$ cat src/rtl/front_panel_sw_pkg.sv
// -----------------------------------------------------------------------------
// front_panel_sw_pkg
// Shared definitions for the front-panel switch conditioner:
//   - fp_state_e     : conditioner FSM state encoding
//   - SW_* indices   : default panel switch bit ordering
//                      {clear, extd_addr, addr_load, dep, exam, cont} (MSB..LSB)
//   - fp_cnt_width() : width of the shared pulse/lockout counter
// No ports (package).
// -----------------------------------------------------------------------------
package front_panel_sw_pkg;

  typedef enum logic [2:0] {
    ST_IDLE    = 3'd0,
    ST_CAPTURE = 3'd1,
    ST_PULSE   = 3'd2,
    ST_LOCKOUT = 3'd3,
    ST_RELEASE = 3'd4
  } fp_state_e;

  // Default bit positions of the panel switches in sw_in / sw_pulse.
  localparam int SW_CONT      = 0;
  localparam int SW_EXAM      = 1;
  localparam int SW_DEP       = 2;
  localparam int SW_ADDR_LOAD = 3;
  localparam int SW_EXTD_ADDR = 4;
  localparam int SW_CLEAR     = 5;

  // The one counter serves both the pulse and the lockout phase, so it must
  // hold max(PULSE_LEN, 2**DBNCE_BITS) - 1 without wrapping.
  function automatic int fp_cnt_width(input int pulse_len, input int dbnce_bits);
    int span;
    span = (pulse_len > (1 << dbnce_bits)) ? pulse_len : (1 << dbnce_bits);
    return (span <= 2) ? 1 : $clog2(span);
  endfunction

endpackage

$ cat src/rtl/front_panel_sw_if.sv
// -----------------------------------------------------------------------------
// front_panel_sw_if
// Panel-side bundle of the switch conditioner.
//   sw_in     : raw switch levels (asynchronous to clk)
//   sw_enable : per-channel mask
//   sw_pulse  : captured switch vector, valid while trigger is high
//   trigger   : common strobe, high exactly when sw_pulse != 0
//   sw_active : conditioner is not idle
//   sw_held   : OR of synchronised, enabled inputs
// Modports: master = panel/driver side, slave = conditioner side.
// -----------------------------------------------------------------------------
interface front_panel_sw_if #(
  parameter int NUM_SW = 6
);
  logic [NUM_SW-1:0] sw_in;
  logic [NUM_SW-1:0] sw_enable;
  logic [NUM_SW-1:0] sw_pulse;
  logic              trigger;
  logic              sw_active;
  logic              sw_held;

  modport master (
    output sw_in, sw_enable,
    input  sw_pulse, trigger, sw_active, sw_held
  );

  modport slave (
    input  sw_in, sw_enable,
    output sw_pulse, trigger, sw_active, sw_held
  );
endinterface

$ cat src/rtl/front_panel_sw_sync.sv
// -----------------------------------------------------------------------------
// front_panel_sw_sync
// SYNC_STAGES-deep, NUM_SW-wide synchroniser with asynchronous active-low clear.
//   clk   : destination clock
//   rst_n : asynchronous active-low clear of every stage
//   d     : asynchronous input levels
//   q     : synchronised levels (last stage)
// -----------------------------------------------------------------------------
module front_panel_sw_sync #(
  parameter int NUM_SW      = 6,
  parameter int SYNC_STAGES = 2
) (
  input  logic              clk,
  input  logic              rst_n,
  input  logic [NUM_SW-1:0] d,
  output logic [NUM_SW-1:0] q
);

  logic [SYNC_STAGES-1:0][NUM_SW-1:0] stage_q;
  logic [SYNC_STAGES-1:0][NUM_SW-1:0] stage_d;

  for (genvar gi = 0; gi < SYNC_STAGES; gi++) begin : g_stage
    if (gi == 0) begin : g_first
      assign stage_d[gi] = d;
    end else begin : g_chain
      assign stage_d[gi] = stage_q[gi-1];
    end
  end

  always_ff @(posedge clk or negedge rst_n) begin
    if (!rst_n) stage_q <= '0;
    else        stage_q <= stage_d;
  end

  assign q = stage_q[SYNC_STAGES-1];

endmodule

$ cat src/rtl/front_panel_sw.sv
// -----------------------------------------------------------------------------
// front_panel_sw
// Front-panel momentary-switch conditioner. Synchronises NUM_SW switches,
// merges presses landing within one cycle of each other, emits a PULSE_LEN
// cycle sw_pulse/trigger, then locks out for 2**DBNCE_BITS cycles and waits
// for every enabled switch to be released.
// Ports:
//   clk   : system clock
//   reset : asynchronous active-low reset
//   bus   : front_panel_sw_if.slave (sw_in, sw_enable -> sw_pulse, trigger,
//           sw_active, sw_held)
// Build option: define FP_AUTOREPEAT_EN to re-fire a held switch every
// 2**REPEAT_BITS cycles spent in RELEASE.
// -----------------------------------------------------------------------------
module front_panel_sw
  import front_panel_sw_pkg::*;
#(
  parameter int NUM_SW      = 6,
  parameter int SYNC_STAGES = 2,
  parameter int PULSE_LEN   = 3,
  parameter int DBNCE_BITS  = 4,
  parameter int REPEAT_BITS = 6
) (
  input  logic             clk,
  input  logic             reset,
  front_panel_sw_if.slave  bus
);

  localparam int CNT_W = fp_cnt_width(PULSE_LEN, DBNCE_BITS);
  localparam logic [CNT_W-1:0] PULSE_LAST = CNT_W'(PULSE_LEN - 1);
  localparam logic [CNT_W-1:0] LOCK_LAST  = CNT_W'((1 << DBNCE_BITS) - 1);

  if (SYNC_STAGES < 2 || PULSE_LEN < 1 || DBNCE_BITS < 0 || REPEAT_BITS < 1) begin : g_param_guard
    $error("front_panel_sw: illegal parameter combination");
  end

  logic [NUM_SW-1:0] sync_q;
  logic [NUM_SW-1:0] s;

  fp_state_e         state_q, state_d;
  logic [NUM_SW-1:0] latch_q, latch_d;
  logic [NUM_SW-1:0] pulse_q, pulse_d;
  logic              trig_q, trig_d;
  logic              active_q, active_d;
  logic [CNT_W-1:0]  cnt_q, cnt_d;
`ifdef FP_AUTOREPEAT_EN
  logic [REPEAT_BITS-1:0] rcnt_q, rcnt_d;
`endif

  front_panel_sw_sync #(
    .NUM_SW      (NUM_SW),
    .SYNC_STAGES (SYNC_STAGES)
  ) u_sync (
    .clk   (clk),
    .rst_n (reset),
    .d     (bus.sw_in),
    .q     (sync_q)
  );

  // Enable is applied after the synchroniser so a mask change acts at once.
  assign s = sync_q & bus.sw_enable;

  always_comb begin
    state_d = state_q;
    latch_d = latch_q;
    pulse_d = pulse_q;
    trig_d  = trig_q;
    cnt_d   = cnt_q;
`ifdef FP_AUTOREPEAT_EN
    rcnt_d  = rcnt_q;
`endif
    case (state_q)
      ST_IDLE: begin
        // Keep ORing during the hand-off cycle so near-simultaneous presses merge.
        latch_d = latch_q | s;
        if (latch_q != '0) state_d = ST_CAPTURE;
      end
      ST_CAPTURE: begin
        pulse_d = latch_q;
        trig_d  = |latch_q;
        latch_d = '0;
        cnt_d   = '0;
        state_d = ST_PULSE;
      end
      ST_PULSE: begin
        if (cnt_q == PULSE_LAST) begin
          pulse_d = '0;
          trig_d  = 1'b0;
          cnt_d   = '0;
          state_d = ST_LOCKOUT;
        end else begin
          cnt_d = cnt_q + CNT_W'(1);
        end
      end
      ST_LOCKOUT: begin
        if (cnt_q == LOCK_LAST) begin
          cnt_d   = '0;
          state_d = ST_RELEASE;
`ifdef FP_AUTOREPEAT_EN
          rcnt_d  = '0;
`endif
        end else begin
          cnt_d = cnt_q + CNT_W'(1);
        end
      end
      ST_RELEASE: begin
        if (s == '0) begin
          state_d = ST_IDLE;
        end
`ifdef FP_AUTOREPEAT_EN
        else if (rcnt_q == '1) begin
          // Held long enough: re-fire with whatever is still held.
          latch_d = s;
          rcnt_d  = '0;
          state_d = ST_CAPTURE;
        end else begin
          rcnt_d = rcnt_q + REPEAT_BITS'(1);
        end
`endif
      end
      default: begin
        state_d = ST_IDLE;
        latch_d = '0;
        pulse_d = '0;
        trig_d  = 1'b0;
        cnt_d   = '0;
      end
    endcase
    active_d = (state_d != ST_IDLE);
  end

  always_ff @(posedge clk or negedge reset) begin
    if (!reset) begin
      state_q  <= ST_IDLE;
      latch_q  <= '0;
      pulse_q  <= '0;
      trig_q   <= 1'b0;
      active_q <= 1'b0;
      cnt_q    <= '0;
`ifdef FP_AUTOREPEAT_EN
      rcnt_q   <= '0;
`endif
    end else begin
      state_q  <= state_d;
      latch_q  <= latch_d;
      pulse_q  <= pulse_d;
      trig_q   <= trig_d;
      active_q <= active_d;
      cnt_q    <= cnt_d;
`ifdef FP_AUTOREPEAT_EN
      rcnt_q   <= rcnt_d;
`endif
    end
  end

  assign bus.sw_pulse  = pulse_q;
  assign bus.trigger   = trig_q;
  assign bus.sw_active = active_q;
  assign bus.sw_held   = |s;

endmodule

$ cat src/flat_wrapper.sv
// flat-port wrapper written by rule: the top's interface ports become plain ports
module front_panel_sw_flat import front_panel_sw_pkg::*;
#(
  parameter int NUM_SW      = 6,
  parameter int SYNC_STAGES = 2,
  parameter int PULSE_LEN   = 3,
  parameter int DBNCE_BITS  = 4,
  parameter int REPEAT_BITS = 6
)
  (clk, reset, bus_sw_in, bus_sw_enable, bus_sw_pulse, bus_trigger, bus_sw_active, bus_sw_held);
  front_panel_sw_if #(.NUM_SW(NUM_SW)) bus_i ();
  input  logic clk;
  input  logic reset;
  input wire logic [$bits(bus_i.sw_in)-1:0] bus_sw_in;
  input wire logic [$bits(bus_i.sw_enable)-1:0] bus_sw_enable;
  output wire logic [$bits(bus_i.sw_pulse)-1:0] bus_sw_pulse;
  output wire logic [$bits(bus_i.trigger)-1:0] bus_trigger;
  output wire logic [$bits(bus_i.sw_active)-1:0] bus_sw_active;
  output wire logic [$bits(bus_i.sw_held)-1:0] bus_sw_held;
  assign bus_i.sw_in = bus_sw_in;
  assign bus_i.sw_enable = bus_sw_enable;
  assign bus_sw_pulse = bus_i.sw_pulse;
  assign bus_trigger = bus_i.trigger;
  assign bus_sw_active = bus_i.sw_active;
  assign bus_sw_held = bus_i.sw_held;
  front_panel_sw #(.NUM_SW(NUM_SW), .SYNC_STAGES(SYNC_STAGES), .PULSE_LEN(PULSE_LEN), .DBNCE_BITS(DBNCE_BITS), .REPEAT_BITS(REPEAT_BITS)) u_core (.clk(clk), .reset(reset), .bus(bus_i));
endmodule
$ cat config.mk
export PLATFORM = sky130hd
export DESIGN_NAME = front_panel_sw_flat
export DESIGN_NICKNAME = d
export VERILOG_FILES = /design/src/rtl/front_panel_sw_pkg.sv /design/src/rtl/front_panel_sw_if.sv /design/src/rtl/front_panel_sw_sync.sv /design/src/rtl/front_panel_sw.sv /design/src/flat_wrapper.sv
export SDC_FILE = /design/constraint.sdc
export NUM_CORES = 1
export LEC_CHECK = 0
export CAP_MARGIN = 20
export CORE_MARGIN = 2
export CORE_UTILIZATION = 60
export CTS_BUF_LIST = sky130_fd_sc_hd__clkbuf_8
export CTS_CLUSTER_SIZE = 30
export DETAILED_ROUTE_END_ITERATION = 7
export DONT_BUFFER_PORTS = 1
export PLACE_DENSITY = 0.75
export SLEW_MARGIN = 20
export SYNTH_ARGS = -nofsm -noshare
export SYNTH_HDL_FRONTEND = slang
export SYNTH_SLANG_ARGS = --single-unit
$ cat constraint.sdc
create_clock -name clk -period 2.5 [get_ports clk]
set_clock_uncertainty 0.2 [all_clocks]
set_input_delay 0.5 -clock clk [delete_from_list [all_inputs] [get_ports clk]]
set_output_delay 0.5 -clock clk [all_outputs]
set_load 0.02 [all_outputs]
==> run_results.csv, run 1 <==
group,metric,value,unit
place,place_ws,0.6473,ns
sta,tns,0,ns
synthesis,post_synth_instance_area,1285,sq um
synthesis,yosysTopAreaCell,"dfrtp_1",
routing,drt-initial-drc-count,17,
synthesis,syn_avg_cell_area,12.72,sq um
clock_tree,post_cts_buffers,0,
sta,fmax,0.5327,GHz
worst_setup_path,endpoint_kind,"output port",
clock_tree,cts_tree,"built",
synthesis,netlist.area_leader.share,64.26,%
clock_tree,cts-hold-fix-buffers,2,
sta,relSlewSlack,50.45,%
routing,drc_errors,0,
synthesis,synth_edf_count,0,
synthesis,async_flop_share,100.0,%
worst_setup_path,rrSetupSlack,0.64,ns
final_layout,design_area,1444,sq um
place,gp_congestion,0.7989,
clock_tree,clk_latency,0.28,ns
sta,min_period,1.877,ns
sta,fin_crit_sh,75.09,%
worst_setup_path,r2r-end,"u_core.bus.sw_pulse[1]$_DFFE_PN0P_",
synthesis,synth_nets,117,
clock_tree,cts_made_buffers,5,
worst_setup_path,critical_path_class,"reg -> out",
final_layout,layout.nets,123,
place,dpl.hpwl,1.498,mm
worst_setup_path,start_kind,"flop",
routing,dr_total_vias,828,
global_route,grt_pass1_wl,3.657,mm
global_route,grt_max_degree,34,
global_route,grt_usage,20.34,%
run_status,status,"completed",
die,num_io_pins,23,
sta,worst_slack,0.6227,ns
routing,first_pass_iters,4,
synthesis,ys_seq_area_share,64.26,%
routing,routedWlPerCell,16.16,um
final_layout,areaGrowthSynthToFinish,12.37,%
synthesis,ys_types,31,
synthesis,synthFlopType,"dfrtp_1",
worst_setup_path,path_max_fanout,3,
clock_tree,clock-sinks,33,
global_route,grt_overflow,0,
sta,rsz0062_at_grt,"no",
worst_setup_path,r2r-start,"u_core.cnt_q[0]$_DFFE_PN0N_",
die,dieArea,2528,sq um
worst_setup_path,cp.arrival,1.18,ns
synthesis,ys_warn_count,0,
global_route,antenna_found_initial,0,
job,max-cap-violations,0,
pwr,ir_drop,0.7670,mV
worst_setup_path,worstSetupEndpoint,"bus_sw_held",
die,die_x,50.28,um
die,initial_core_util,64.84,%
pwr,leakage,0.0006179,uW
sta,setup_viol,0,
worst_setup_path,reg2regPathDepth,5,
sta,hold_viol,0,
global_route,grt_pass1_vias,779,
pwr,powerDensity,1274,nW/um^2
sta,worst_slew_pin_slew,0.7417,ns
die,core,1982,sq um
die,chipHeight,50.28,um
clock_tree,clockRootBuffer,"clkbuf_8",
routing,routed_via_density,6.179,
sta,drv_slew,0,
clock_tree,cts_resized,0,
place,place_area,1310,sq um
routing,drt_wl_total,2.166,mm
routing,postRouteAntennaNets,0,
worst_setup_path,cp.required,1.80,ns
synthesis,ys_top_cells_by_area,"dfrtp_1 (64%), a22o_1 (4.8%), a32oi_1 (4.1%)",
die,rows,16,
place,portBuffers,0,
clock_tree,cts.path.max_buffers,2,
worst_setup_path,cp-startpoint,"u_core.u_sync.q[1]$_DFF_PN0_",
final_layout,antenna_cells,0,
synthesis,syn_inst,101,
clock_tree,cts.clk_slew.worst_paths,0.06,ns
synthesis,ys_seq_elements,33,
clock_tree,cts_max_level,2,
worst_hold_path,hold_path.class,"in -> reg",
final_layout,drive_gt1_share,14.02,%
-- worst min-delay path by stage --
stage	to	cells past startpoint	start
2_1_floorplan	u_core.bus.sw_active$_DFF_PN0_	0	reset
3_3_place_gp	u_core.cnt_q[2]$_DFFE_PN0N_	0	reset
3_5_place_dp	u_core.cnt_q[2]$_DFFE_PN0N_	0	reset
4_1_cts	u_core.u_sync.stage_d[8]$_DFF_PN0_	0	bus_sw_in[2]
5_1_grt	u_core.u_sync.stage_d[9]$_DFF_PN0_	0	bus_sw_in[3]
6_report	u_core.u_sync.stage_d[8]$_DFF_PN0_	0	bus_sw_in[2]
-- logic make-up (layout without fill, tap and decap cells) --
group / after synthesis / after routing / synth area share, %
buf+inv: 6 / 12 / 1.850
flops: 33 / 33 / 64.26
fa+ha+maj: 2 / 2 / 1.947
simple gates: 23 / 23 / 9.934
xor+xnor: 2 / 2 / 1.363
compound gates: 35 / 35 / 20.64
-- metrics by stage --
stage               total power, uW  utilization (%)  hold WS, ns  instances
finish                         1839            72.85      0.04655        134
global route                   1959            72.85      0.03091        134
CTS                            1853            72.85      0.03221        134
detailed placement             1369            66.10     0.005177        125
global placement               1342            66.10     0.005109        125
floorplan                      1255                -     0.004409        101
-- where the power goes --
part / internal (uW) / switching (uW)
registers: 696 / 244
logic: 224 / 214
clock network: 289 / 172
-- routing by layer --
layer / vias up / part of all wire [%] / track usage, %
met5: - / 0 / 0
met4: 0 / 1.8 / 11.11
met3: 5 / 5.7 / 8.631
met2: 24 / 45 / 28.51
met1: 409 / 48 / 26.65
li1: 390 / - / -
-- critical path, cell delays in order (launching register included) --
cell,delay (ns)
dfrtp_1,0.38
a22oi_1,0.22
nand3_1,0.30
-- layout make-up --
type,instances,area [sq um]
Inverter,2,7.507
Multi-Input combinational cell,62,435.4
Sequential cell,33,825.8
Tap cell,27,33.78
Clock buffer,5,68.82
Timing Repair Buffer,3,37.54
Clock inverter,2,35.03
Fill cell,124,538.0
-- state kept, by name (all words and copies together), names as in the netlist --
name,cells
u_core.latch_q,6
u_core.u_sync.stage_d,6
u_core.bus.sw_active,1
u_core.bus.trigger,1
u_core.u_sync.q,6
u_core.state_q,3
u_core.bus.sw_pulse,6
u_core.cnt_q,4
-- cells in the mapped netlist, drive strengths merged, types with 2 or more instances --
master  instances
a22o            7
nand2          10
xnor2           2
o21ai          10
clkbuf          3
nor2            2
dfrtp          33
inv             2
a22oi           3
nand3           2
ha              2
a32oi           6
-- placed cells by master, fill, tap and decap left out, types with 2 or more instances in the layout --
| master | Yosys | layout |
|---|---|---|
| a22o_1 | 7 | 7 |
| a22oi_1 | 3 | 3 |
| a32oi_1 | 6 | 6 |
| clkbuf_8 | 0 | 5 |
| dfrtp_1 | 33 | 33 |
| ha_1 | 2 | 2 |
| inv_1 | 2 | 2 |
| nand2_1 | 10 | 10 |
| nand3_1 | 2 | 2 |
| nor2_1 | 2 | 2 |
| o21ai_0 | 10 | 10 |
| xnor2_1 | 2 | 2 |
Power figures use the tool's default switching activity.
==> run 2, diff against run 1 <==
Clock period 2.5 ns to 1.8 ns, I/O delays scaled along.
==> run 2 against run 1 <==
Effect of this change: the run now ends with negative setup slack left; setup slack lost 0.63 ns; combinational power grew 86%; sequential share of layout area shrank 5.5 points; register-to-register slack lost 0.65 ns; clock power grew 49%; design area grew 11%; core utilization grew 7.7 points; count of clock-buffer cells in the layout grew 1; routed wire length grew 17%; critical path depth grew 3; sequential cell count is the same; critical path type is now reg -> reg.
==> run_results.csv, run 2 (synthesis results as in run 1) <==
group,metric,value,unit
routing,drt-initial-drc-count,25,
clock_tree,cts_tree,"built",
die,initial_core_util,64.84,%
sta,fmax,0.5531,GHz
clock_tree,clockRootBuffer,"clkbuf_8",
worst_hold_path,hold_path.class,"in -> reg",
pwr,total_power,2753,uW
place,place_area,1378,sq um
final_layout,design_area,1597,sq um
pwr,powerDensity,1724,nW/um^2
worst_setup_path,cp.arrival,1.77,ns
global_route,grt_pass1_wl,4.305,mm
worst_setup_path,path_max_fanout,8,
worst_setup_path,endpoint_kind,"flop",
worst_hold_path,hold_start,"bus_sw_enable[1]",
die,dieArea,2528,sq um
sta,tns,-0.008044,ns
global_route,antenna_found_initial,0,
clock_tree,cts.clk_slew.worst_paths,0.06,ns
final_layout,layout.nets,139,
final_layout,antenna_cells,0,
pwr,leakage,0.0007003,uW
die,num_io_pins,23,
worst_setup_path,max_stage_delay,0.47,ns
die,core,1982,sq um
place,gp_congestion,0.8134,
global_route,grt_usage,23.76,%
routing,postRouteAntennaNets,0,
final_layout,final_common_cell,"dfrtp_1",
worst_hold_path,min_path_cells,2,
job,max-cap-violations,0,
clock_tree,cts_made_buffers,5,
worst_setup_path,start_kind,"flop",
final_layout,final_cell_mix,"dfrtp_1 (33), buf_4 (11), nand2_1 (10), o21ai_0 (10)",
routing,routedWlPerCell,16.77,um
run_status,violations,"negative setup slack",
sta,worst_slew_pin_slew,0.7436,ns
routing,drt_wl_total,2.533,mm
clock_tree,clock-sinks,33,
worst_setup_path,critical_path_class,"reg -> reg",
routing,first_pass_iters,4,
die,die_x,50.28,um
worst_setup_path,r2r-start,"u_core.cnt_q[0]$_DFFE_PN0N_",
worst_setup_path,critPathSlowestCell,"or4b_4",
routing,dr_total_vias,899,
place,dpl.hpwl,1.748,mm
place,portBuffers,0,
pwr,ir_drop,1.180,mV
worst_setup_path,reg2regPathDepth,5,
sta,relSlewSlack,50.32,%
final_layout,areaGrowthSynthToFinish,24.25,%
worst_setup_path,critPathBufInv,1,
sta,rsz0062_at_grt,"yes",
die,chipHeight,50.28,um
clock_tree,clk_latency,0.27,ns
sta,min_period,1.808,ns
worst_setup_path,cp.required,1.76,ns
worst_setup_path,r2r-end,"u_core.bus.sw_pulse[0]$_DFFE_PN0P_",
run_status,status,"finished, violations left",
clock_tree,cts.path.max_buffers,2,
final_layout,drive_gt1_share,20.97,%
sta,drv_slew,0,
die,rows,16,
routing,drc_errors,0,
global_route,grt_max_degree,34,
worst_hold_path,hold_end,"u_core.latch_q[1]$_DFFE_PN0N_",
worst_setup_path,path_cells,"inv_1 > ha_1 > or4b_4 > a21o_4 > a22o_1",
global_route,grt_overflow,0,
worst_setup_path,cp_top_family,"simple AND/OR/NAND/NOR gates",
clock_tree,cts_max_level,2,
worst_setup_path,rrSetupSlack,-0.008,ns
sta,hold_viol,0,
sta,worst_slack,-0.008044,ns
global_route,grt_pass1_vias,972,
sta,setup_viol,1,
routing,routed_via_density,5.954,
sta,fin_crit_sh,100.4,%
[run 2: layer usage]
| layer | vias to the layer above | share of wire [%] | GRT usage [%] |
|---|---|---|---|
| li1 | 420 | - | - |
| met1 | 431 | 43 | 29.01 |
| met2 | 40 | 50 | 37.28 |
| met3 | 8 | 5.8 | 8.036 |
| met4 | 0 | 2.0 | 12.50 |
| met5 | - | 0 | 0 |
[run 2: worst max-delay path by stage]
stage                                           start  depth (start not counted)  slack (ns)                                  to
after floorplan           u_core.cnt_q[0]$_DFFE_PN0N_                          5        0.02  u_core.bus.sw_pulse[0]$_DFFE_PN0P_
after global placement    u_core.cnt_q[0]$_DFFE_PN0N_                          5        0.04  u_core.bus.sw_pulse[2]$_DFFE_PN0P_
after detailed placement  u_core.cnt_q[0]$_DFFE_PN0N_                          5       -0.01  u_core.bus.sw_pulse[0]$_DFFE_PN0P_
after CTS                 u_core.cnt_q[0]$_DFFE_PN0N_                          5      -0.005  u_core.bus.sw_pulse[0]$_DFFE_PN0P_
after global routing      u_core.cnt_q[0]$_DFFE_PN0N_                          5       -0.05  u_core.bus.sw_pulse[0]$_DFFE_PN0P_
final                     u_core.cnt_q[0]$_DFFE_PN0N_                          5      -0.008  u_core.bus.sw_pulse[0]$_DFFE_PN0P_
[run 2: through the flow]
step	hold slack [ns]	instances	setup slack [ns]	utilization, %
after global routing	0.1352	151	-0.05321	80.56
after detailed placement	-0.1348	134	-0.01082	69.51
final	0.1133	151	-0.008044	80.56
after floorplan	-0.1356	101	0.01991	-
after global placement	-0.1349	134	0.03585	69.51
after CTS	0.1021	151	-0.005014	80.30
[run 2: area by class of cell]
type / instances / area, sq um
Clock inverter: 2 / 33.78
Multi-Input combinational cell: 62 / 440.4
Tap cell: 27 / 33.78
Timing Repair Buffer: 19 / 172.7
Clock buffer: 6 / 82.58
Sequential cell: 33 / 825.8
Inverter: 2 / 7.507
Fill cell: 107 / 385.4
[run 2: report_power, final]
part | internal, uW | leakage [uW] | switching [uW]
combinational | 426 | 0.000230 | 391
sequential | 967 | 0.000407 | 284
clock | 445 | 0.0000626 | 241
[run 2: what timing repair did]
item                                    in CTS  in global routing
setup buffers                                1                  0
hold buffers                                 8                  0
gates cloned                                 0                  0
pin swaps                                    2                  0
resized for setup                            0                  1
endpoints found under the hold margin       39                  0
endpoints found under the setup margin       8                  9
==> run 3, diff against run 2 <==
Settings changed: CORE_ASPECT_RATIO set to 0.5, CORE_UTILIZATION 60 to 41, PLACE_DENSITY 0.75 to 0.54.
==> run 3 against run 2 <==
Effect of this change: the flow still finishes with violations (negative setup slack); fmax is 0.95% lower; sequential power is essentially flat; die area rose by 43%; combinational power rose by 2.6%; design area is 1.3% lower.
==> run_results.csv, run 3 (synthesis results as in run 1) <==
group,metric,value,unit
run_status,status,"finished, violations left",
run_status,violations,"negative setup slack",
place,place_area,1386,sq um
routing,dr_total_vias,914,
global_route,grt_pass1_wl,4.602,mm
die,die_x,83.17,um
sta,hold_ws,0.1169,ns
global_route,grt_usage,17.00,%
die,initial_core_util,42.90,%
worst_setup_path,reg2regPathDepth,5,
place,dp_cells,146,
worst_setup_path,cp.arrival,1.79,ns
clock_tree,cts.clk_slew.worst_paths,0.06,ns
sta,fin_crit_sh,101.4,%
clock_tree,cts_tree,"built",
global_route,antenna_found_initial,0,
worst_setup_path,path_cells,"inv_2 > ha_4 > or4b_4 > a21o_4 > a22o_1",
final_layout,design_area,1577,sq um
worst_setup_path,critPathSlowestCell,"or4b_4",
sta,rsz0062_at_grt,"yes",
routing,routed_via_density,5.642,
sta,worst_slack,-0.02539,ns
pwr,leakage,0.0006782,uW
clock_tree,clk_latency,0.28,ns
worst_setup_path,endpoint_kind,"flop",
place,dpl.hpwl,1.922,mm
final_layout,layout.nets,137,
worst_hold_path,min_path_cells,2,
routing,drt_wl_total,2.673,mm
routing,postRouteAntennaNets,0,
clock_tree,clockRootBuffer,"clkbuf_8",
worst_setup_path,path_max_fanout,8,
worst_setup_path,cp.required,1.77,ns
sta,hold_viol,0,
job,max-cap-violations,0,
final_layout,fillers,259,
final_layout,final_common_cell,"dfrtp_1",
worst_hold_path,hold_start,"bus_sw_enable[1]",
clock_tree,cts.path.max_buffers,2,
worst_setup_path,r2r-start,"u_core.cnt_q[0]$_DFFE_PN0N_",
worst_setup_path,max_stage_delay,0.46,ns
routing,drt-initial-drc-count,39,
sta,fmax,0.5478,GHz
sta,relSlewSlack,44.53,%
sta,worst_slew_pin_slew,0.8302,ns
sta,setup_viol,8,
final_layout,drive_gt1_share,21.31,%
worst_setup_path,start_kind,"flop",
final_layout,fin_cells,162,
clock_tree,clock-sinks,33,
routing,drc_errors,0,
global_route,grt_pass1_vias,961,
worst_setup_path,r2r-end,"u_core.bus.sw_pulse[3]$_DFFE_PN0P_",
pwr,powerDensity,1662,nW/um^2
die,rows,14,
worst_setup_path,critical_path_class,"reg -> reg",
global_route,grt_max_degree,34,
pwr,ir_drop,0.6883,mV
final_layout,areaGrowthSynthToFinish,22.69,%
routing,first_pass_iters,4,
routing,routedWlPerCell,16.50,um
worst_setup_path,rrSetupSlack,-0.03,ns
sta,min_period,1.825,ns
sta,drv_slew,0,
die,num_io_pins,23,
clock_tree,cts_made_buffers,5,
clock_tree,cts_max_level,2,
worst_hold_path,hold_path.class,"in -> reg",
place,gp_congestion,0.7492,
die,chipHeight,43.59,um
final_layout,post-route-util,52.63,%
die,dieArea,3625,sq um
clock_tree,post_cts_buffers,0,
place,portBuffers,0,
global_route,grt_overflow,0,
die,core,2995,sq um
final_layout,antenna_cells,0,
worst_hold_path,hold_end,"u_core.latch_q[1]$_DFFE_PN0N_",
final_layout,final_cell_mix,"dfrtp_1 (33), nand2_1 (10), o21ai_0 (9), buf_4 (9)",
[run 3: critical path: cells and delay by family, from the launching register on]
family,cells,cell delay (ns)
flops,1,0.40
fa+ha+maj,1,0.13
buf+inv,1,0.08
compound gates,2,0.44
simple gates,1,0.46
[run 3: routing by layer]
layer  global-route usage, %  vias to the layer above  wire, um
met5                       0                        -         0
met3                   6.667                        8       160
met2                   27.58                       29      1316
li1                        -                      418         -
met4                   8.852                        0        66
met1                   20.30                      459      1130
[run 3: how the worst max path moves through the flow]
| stage | start | to | cells after the start |
|---|---|---|---|
| 3_3_place_gp | u_core.cnt_q[0]$_DFFE_PN0N_ | u_core.bus.sw_pulse[1]$_DFFE_PN0P_ | 5 |
| 3_5_place_dp | u_core.cnt_q[0]$_DFFE_PN0N_ | u_core.bus.sw_pulse[3]$_DFFE_PN0P_ | 5 |
| 5_1_grt | u_core.cnt_q[0]$_DFFE_PN0N_ | u_core.bus.sw_pulse[5]$_DFFE_PN0P_ | 5 |
| 4_1_cts | u_core.cnt_q[0]$_DFFE_PN0N_ | u_core.bus.trigger$_DFFE_PN0P_ | 5 |
| 2_1_floorplan | u_core.cnt_q[0]$_DFFE_PN0N_ | u_core.bus.sw_pulse[0]$_DFFE_PN0P_ | 5 |
| 6_report | u_core.cnt_q[0]$_DFFE_PN0N_ | u_core.bus.sw_pulse[3]$_DFFE_PN0P_ | 5 |
[run 3: layout make-up]
| type | instances | area [sq um] | area share (%) |
|---|---|---|---|
| well taps | 40 | 50.05 | 3.175 |
| flip-flops and latches | 33 | 825.8 | 52.38 |
| inverters | 2 | 7.507 | 0.4762 |
| clock buffers | 5 | 68.82 | 4.365 |
| repair buffers | 17 | 157.7 | 10.00 |
| multi-input cells | 62 | 452.9 | 28.73 |
| clock inverters | 3 | 13.76 | 0.8730 |
[run 3: power by group]
group / total, uW / switching [uW] / leakage [uW] / internal, uW
Sequential: 1260 / 296 / 0.000407 / 967
Clock: 521 / 259 / 0.0000491 / 262
Combinational: 837 / 402 / 0.000222 / 435
[run 3: what timing repair did]
| action | CTS | global route |
|---|---|---|
| pin swaps | 1 | 1 |
| setup endpoints to repair | 8 | 10 |
| hold endpoints to repair | 39 | 0 |
| gates resized for setup | 0 | 5 |
| hold buffers | 8 | 0 |
[run 3: per-stage QoR]
stage	worst slack, ns	setup TNS, ns	total power, uW
2_1_floorplan	0.01991	0	1743
3_3_place_gp	0.03061	0	2003
3_5_place_dp	-0.007320	-0.02036	2057
4_1_cts	-0.01964	-0.07377	2610
5_1_grt	-0.08437	-0.6058	2820
6_report	-0.02539	-0.1254	2621
